<file path="config.mk">
export PLATFORM = sky130hd
export DESIGN_NAME = divisor_frec_timeout
export DESIGN_NICKNAME = d
export VERILOG_FILES = /design/src/rtl/divisor_frec_timeout_pkg.sv /design/src/rtl/divisor_frec_timeout_sync_2ff.sv /design/src/rtl/divisor_frec_timeout.sv
export SDC_FILE = /design/constraint.sdc
export NUM_CORES = 1
export LEC_CHECK = 0
export CORE_MARGIN = 3
export CORE_UTILIZATION = 56
export DETAILED_ROUTE_END_ITERATION = 6
export GPL_ROUTABILITY_DRIVEN = 0
export GPL_TIMING_DRIVEN = 0
export PLACE_DENSITY_LB_ADDON = 0.12
export SLEW_MARGIN = 20
export SYNTH_ARGS = -nofsm -noshare
export SYNTH_HDL_FRONTEND = slang
export SYNTH_SLANG_ARGS = --single-unit
</file>
<file path="constraint.sdc">
create_clock -name clk_in -period 2.28 [get_ports clk_in]
set_clock_uncertainty 0.05 [all_clocks]
set_input_delay 0.684 -clock clk_in [delete_from_list [all_inputs] [get_ports clk_in]]
set_output_delay 0.684 -clock clk_in [all_outputs]
set_load 0.05 [all_outputs]
</file>
<file path="src/rtl/divisor_frec_timeout_pkg.sv">
// Shared constants and elaboration helpers for the tick divider / idle-timeout block.
package divisor_pkg;

  localparam int unsigned BOARD_CLK_HZ      = 4_000_000;
  localparam int unsigned DEFAULT_TIMEOUT_S = 60;

  // Bits needed to hold 0..value-1, never less than one.
  function automatic int unsigned clog2(input longint unsigned value);
    int unsigned bits = 0;
    while ((64'd1 << bits) < value) bits++;
    return (bits < 1) ? 1 : bits;
  endfunction

  // Returns 0 on a zero tick rate so the caller's range check rejects it.
  function automatic int unsigned div_of(input int unsigned clk_hz, input int unsigned tick_hz);
    return (tick_hz == 0) ? 0 : clk_hz / tick_hz;
  endfunction

endpackage

</file>
<file path="src/rtl/divisor_frec_timeout_sync_2ff.sv">
// Two-flop synchroniser for asynchronous level inputs, cleared by the async reset.
module sync_2ff #(
  parameter int unsigned WIDTH = 1
) (
  input  logic             clk_in,
  input  logic             rst_n,
  input  logic [WIDTH-1:0] data_i,
  output logic [WIDTH-1:0] data_o
);

  logic [WIDTH-1:0] meta_q;
  logic [WIDTH-1:0] sync_q;

  // NOTE: state is updated with non-blocking assignments so both stages sample the pre-edge values.
  always_ff @(posedge clk_in or negedge rst_n) begin
    if (!rst_n) begin
      meta_q <= '0;
      sync_q <= '0;
    end else begin
      meta_q <= data_i;
      sync_q <= meta_q;
    end
  end

  assign data_o = sync_q;

endmodule

</file>
<file path="src/rtl/divisor_frec_timeout.sv">
// Clock-enable tick and square-wave generator plus button inactivity timeout,
// all in the clk_in domain; the timeout drives the display/game idle reset.
module divisor_frec_timeout
  import divisor_pkg::*;
#(
  parameter int unsigned CLK_HZ       = BOARD_CLK_HZ,
  parameter int unsigned TICK_HZ      = 1,
  parameter int unsigned N_BTN        = 3,
  parameter int unsigned TIMEOUT_S    = DEFAULT_TIMEOUT_S,
  parameter bit          AUTO_RESTART = 1'b1,
  parameter int unsigned SEC_W        = 6
) (
  input  logic             clk_in,
  input  logic             rst_n,
  input  logic             enable,
  input  logic [N_BTN-1:0] btn,
  output logic             tick,
  output logic             clk_out,
  output logic             activity,
  output logic [SEC_W-1:0] secs_idle,
  output logic             timeout_pulse,
  output logic             timeout_flag
);

  localparam int unsigned DIV   = div_of(CLK_HZ, TICK_HZ);
  localparam int unsigned PRE_W = clog2(longint'(DIV));

  if (DIV < 2 || (DIV % 2) != 0) begin : g_bad_div
    $error("divisor_frec_timeout: CLK_HZ/TICK_HZ must be even and at least 2");
  end
  if (TIMEOUT_S < 2) begin : g_bad_timeout
    $error("divisor_frec_timeout: TIMEOUT_S must be at least 2");
  end
  if ((64'd1 << SEC_W) <= 64'(TIMEOUT_S)) begin : g_bad_sec_w
    $error("divisor_frec_timeout: SEC_W too narrow to hold TIMEOUT_S");
  end

  localparam logic [PRE_W-1:0] PRE_LAST = PRE_W'(DIV - 1);
  localparam logic [PRE_W-1:0] PRE_HALF = PRE_W'(DIV / 2 - 1);
  localparam logic [SEC_W-1:0] SEC_LAST = SEC_W'(TIMEOUT_S - 1);
  localparam logic [SEC_W-1:0] SEC_FULL = SEC_W'(TIMEOUT_S);

  logic [PRE_W-1:0] presc_q, presc_d;
  logic             clk_out_q, clk_out_d;
  logic [SEC_W-1:0] secs_q, secs_d;
  logic             flag_q, flag_d;
  logic             pulse_q, pulse_d;
  logic [N_BTN-1:0] btn_sync;

  sync_2ff #(.WIDTH(N_BTN)) u_btn_sync (
    .clk_in (clk_in),
    .rst_n  (rst_n),
    .data_i (btn),
    .data_o (btn_sync)
  );

  assign activity = |btn_sync;
  // Gated by enable so a prescaler frozen on its last count yields exactly one tick.
  assign tick     = enable && (presc_q == PRE_LAST);

  // NOTE: every variable gets a default first so no path through always_comb infers a latch.
  always_comb begin
    presc_d   = presc_q;
    clk_out_d = clk_out_q;
    if (enable) begin
      presc_d = (presc_q == PRE_LAST) ? '0 : presc_q + 1'b1;
      if (presc_q == PRE_HALF || presc_q == PRE_LAST) clk_out_d = ~clk_out_q;
    end
  end

  // Activity outranks everything; tick already implies enable, so a frozen block just holds.
  always_comb begin
    secs_d  = secs_q;
    flag_d  = flag_q;
    pulse_d = 1'b0;
    if (activity) begin
      secs_d = '0;
      flag_d = 1'b0;
    end else if (tick) begin
      if (secs_q < SEC_LAST) begin
        secs_d = secs_q + 1'b1;
      end else if (secs_q == SEC_LAST) begin
        pulse_d = 1'b1;
        flag_d  = 1'b1;
        secs_d  = AUTO_RESTART ? '0 : SEC_FULL;
      end
    end
  end

  always_ff @(posedge clk_in or negedge rst_n) begin
    if (!rst_n) begin
      presc_q   <= '0;
      clk_out_q <= 1'b0;
      secs_q    <= '0;
      flag_q    <= 1'b0;
      pulse_q   <= 1'b0;
    end else begin
      presc_q   <= presc_d;
      clk_out_q <= clk_out_d;
      secs_q    <= secs_d;
      flag_q    <= flag_d;
      pulse_q   <= pulse_d;
    end
  end

  assign clk_out       = clk_out_q;
  assign secs_idle     = secs_q;
  assign timeout_pulse = pulse_q;
  assign timeout_flag  = flag_q;

endmodule
</file>
==> run_results.csv <==
group,metric,value,unit
logic_synthesis,yosysWarnings,0,
finish,drive_gt1_frac,0.2329,
clocking,cts_sinks,37,
timing,slew_violations,0,
setup_path,regToRegSetupSlack,0.08,ns
grt,grt_usage,0.2119,
routing,viasPerCell,5.890,
logic_synthesis,synth-edff-count,0,
logic_synthesis,synth_mux_area_frac,0.01628,
job,maxCapViolCount,0,
setup_path,path_buf_inv,2,
setup_path,crit_required,1.55,ns
logic_synthesis,synth_area_leaders,"dfrtp_1, xnor2_1, xor2_1",
timing,tns,-0.1475,ns
floorplanning,dieArea,4018,µm²
timing,clock.fmax,412.0,MHz
setup_path,crit_chain,"and4bb_2 > nand4_1 > or2_4 > clkinvlp_4 > buf_8",
setup_path,arrival,1.69,ns
setup_path,endpoint_kind,"primary output",
grt,grt_pass1_vias,1538,
logic_synthesis,synth_xor_area_frac,0.07123,
worst_hold_path,min_path_type,"in2async",
logic_synthesis,ys_ff_latch,37,
setup_path,rr_endpoint,"secs_idle[4]",
routing,drt_iter0_drc,129,
routing,vias,1549,
setup_path,worstSetupStartpointType,"flip-flop",
outcome,violations,"negative setup slack",
logic_synthesis,yosysSeqAreaShare,0.5020,
logic_synthesis,yosys_most_used_dff,"dfrtp_1",
setup_path,critPathMaxStageDelay,0.43,ns
setup_path,critPathKind,"reg2out",
logic_synthesis,yosysTopAreaCellShare,0.5020,
logic_synthesis,syn_inst,177,
clocking,cts_made_buffers,5,
floorplanning,io_pins,17,
setup_path,crit_start,"presc_q[9]",
logic_synthesis,postSynthAreaPerCell,10.42,µm²
clocking,cts_tree,"yes",
finish,utilization,0.7484,
setup_path,worst-path-stages,5,
grt,antenna_found_initial,0,
logic_synthesis,synth_top_family_by_area,"simple AND/OR/NAND/NOR gates",
routing,drt-pass1-iter-count,5,
logic_synthesis,yosys-top-cells-count,"dfrtp_1, nand2_1, nor2_1, nand3_1, xnor2_1",
timing,hold_viol,0,
placed_design,port_buffers,16,
finish,area_growth,25.92,%
placed_design,post-dp-hpwl,2737,µm
logic_synthesis,yosysMostFrequentCell,"dfrtp_1",
clocking,htree_levels,2,
clocking,clock_latency,0.34,ns
power,vdd_ir_drop_max,377.7,µV
logic_synthesis,yosysTopAreaCell,"dfrtp_1",
floorplanning,rows,20,
logic_synthesis,yosys.area_share.adder,0.01357,
clocking,clk_pin_slew,0.12,ns
timing,fin_crit_sh,1.065,
setup_path,cp_slowest_cell,"dfrtp_1",
logic_synthesis,synth_cell_type_count,41,
timing,slew_headroom,0.6629,
timing,rsz0062_at_grt,"true",
floorplanning,start_util,0.5944,
floorplanning,die_x,63.39,µm
grt,grt_overflow,0,
floorplanning,core,3103,µm²
grt,grt_pass1_wl,6810,µm
routing,drc,0,
finish,nets,226,
logic_synthesis,synthArstFlopShare,1.000,
power,p_leak,1.088,nW
power,power.density,579.8,nW/µm²
logic_synthesis,syn_nets,185,
routing,postRouteAntennaNets,0,
setup_path,reg2reg_from,"presc_q[9]",
timing,fin_ws,-0.1475,ns
grt,grt_max_degree,21,
outcome,status,"finished, violations left",
logic_synthesis,synth-simple-area-share,0.2809,
clocking,clockRootBuffer,"clkbuf_4",
setup_path,endpoint,"tick",
routing,avgRoutedWirePerCell,15.03,µm
floorplanning,die_h,63.39,µm
routing,wl,3952,µm
timing,min_period,2.427,ns
timing,setup_violations,1,
setup_path,reg2regPathDepth,9,
setup_path,critPathMaxFanout,3,
logic_synthesis,synth-compound-area-share,0.09023,
logic_synthesis,syn_area,1844,µm²
setup_path,crit_family,"simple AND/OR/NAND/NOR gates",
timing,worst_pin_slew,0.5048,ns
clocking,cts_hold_buf,0,
finish,num_antenna_cells,0,
clocking,cts_max_path_buffers,2,
==> repair_timing <==
item,4_1_cts,5_1_grt
pin swaps,5,3
endpoints found under the setup margin,7,17
buffers inserted,10,7
gates resized for setup,27,9
hold endpoints to repair,0,0
==> per-layer routing <==
metal,global-route usage,up-vias,routed length (µm)
li1,-,732,-
met1,0.2661,762,1703
met2,0.3533,51,2007
met3,0.05169,4,212
met4,0.07817,0,28
met5,0,-,0
==> state kept, by name (all words and copies together) (netlist names) <==
name               cells
timeout_flag           1
secs_idle              6
timeout_pulse          1
clk_out                1
u_btn_sync.data_o      3
u_btn_sync.meta_q      3
presc_q               22
==> final cells by class <==
class | count | area (µm²)
Clock inverter | 1 | 5.005
Inverter | 5 | 22.52
Tap cell | 44 | 55.05
Clock buffer | 7 | 65.06
Fill cell | 219 | 780.7
Sequential cell | 37 | 929.6
Multi-Input combinational cell | 130 | 899.6
Buffer | 5 | 32.53
Timing Repair Buffer | 34 | 312.8
==> worst reg2reg max path: stages, from the launching register on <==
cell	delay, ns
dfrtp_1	0.43
and4bb_2	0.31
nand4_1	0.13
buf_4	0.17
buf_4	0.12
buf_4	0.12
buf_4	0.14
buf_2	0.19
o41ai_2	0.35
a21oi_1	0.09
==> cells in the final DEF, fill, tap and decap left out, types with 2 or more instances in the layout <==
master and n:
nor2_1 10, nand3_1 9, dlymetal6s2s_1 3, nand2b_1 4, inv_1 4, dfrtp_2 3
clkdlybuf4s50_1 4, clkbuf_8 2, xnor2_1 8, o21ai_0 7, or3_1 4, o31ai_1 4
nand2_1 16, and3_1 2, clkbuf_4 5, a21oi_1 7, and4_1 5, buf_4 18
nand4_4 2, o22ai_1 3, mux2i_1 3, dfrtp_1 34, nand4_1 7, dlygate4sd2_1 5
nor3_1 4, xor2_1 7, and4b_1 2, or4_1 4, a31oi_1 2, buf_2 4
==> per-stage QoR <==
stage	area [µm²]	hold WS (ns)	instances	setup slack, ns	power [mW]
after floorplan	1848	0.2812	177	0.007537	0.8392
after global placement	2063	0.2893	237	-1.306	0.8786
after detailed placement	2086	0.2902	238	-1.329	0.8940
after CTS	2246	0.2332	256	-0.1928	1.319
after global routing	2322	0.2361	263	-0.1880	1.428
final	2322	0.2245	263	-0.1475	1.346
==> power breakdown <==
| part | switching, mW | internal, mW | leakage [nW] |
|---|---|---|---|
| clock network | 0.211 | 0.179 | 0.0413 |
| logic | 0.0904 | 0.114 | 0.568 |
| registers | 0.0436 | 0.708 | 0.478 |
| total | 0.345 | 1.00 | 1.09 |
==> kinds of logic after synthesis <==
family | count (synthesis)
adder cells (fa/ha/maj) | 2
flip-flops | 37
XOR/XNOR | 15
buffers and inverters | 10
AND/OR/NAND/NOR | 83
multiplexers | 3
AO/OA/AOI/OAI | 27
==> how the worst min path moves through the flow <==
stage / cells after the start / start / to
final: 1 / rst_n / presc_q[14]
after global routing: 1 / rst_n / u_btn_sync.meta_q[1]
after CTS: 1 / rst_n / u_btn_sync.meta_q[1]
after detailed placement: 0 / u_btn_sync.meta_q[0] / u_btn_sync.data_o[0]
after global placement: 0 / u_btn_sync.meta_q[1] / u_btn_sync.data_o[1]
after floorplan: 0 / u_btn_sync.meta_q[0] / u_btn_sync.data_o[0]
No activity file was read; power rests on OpenSTA's default activity.
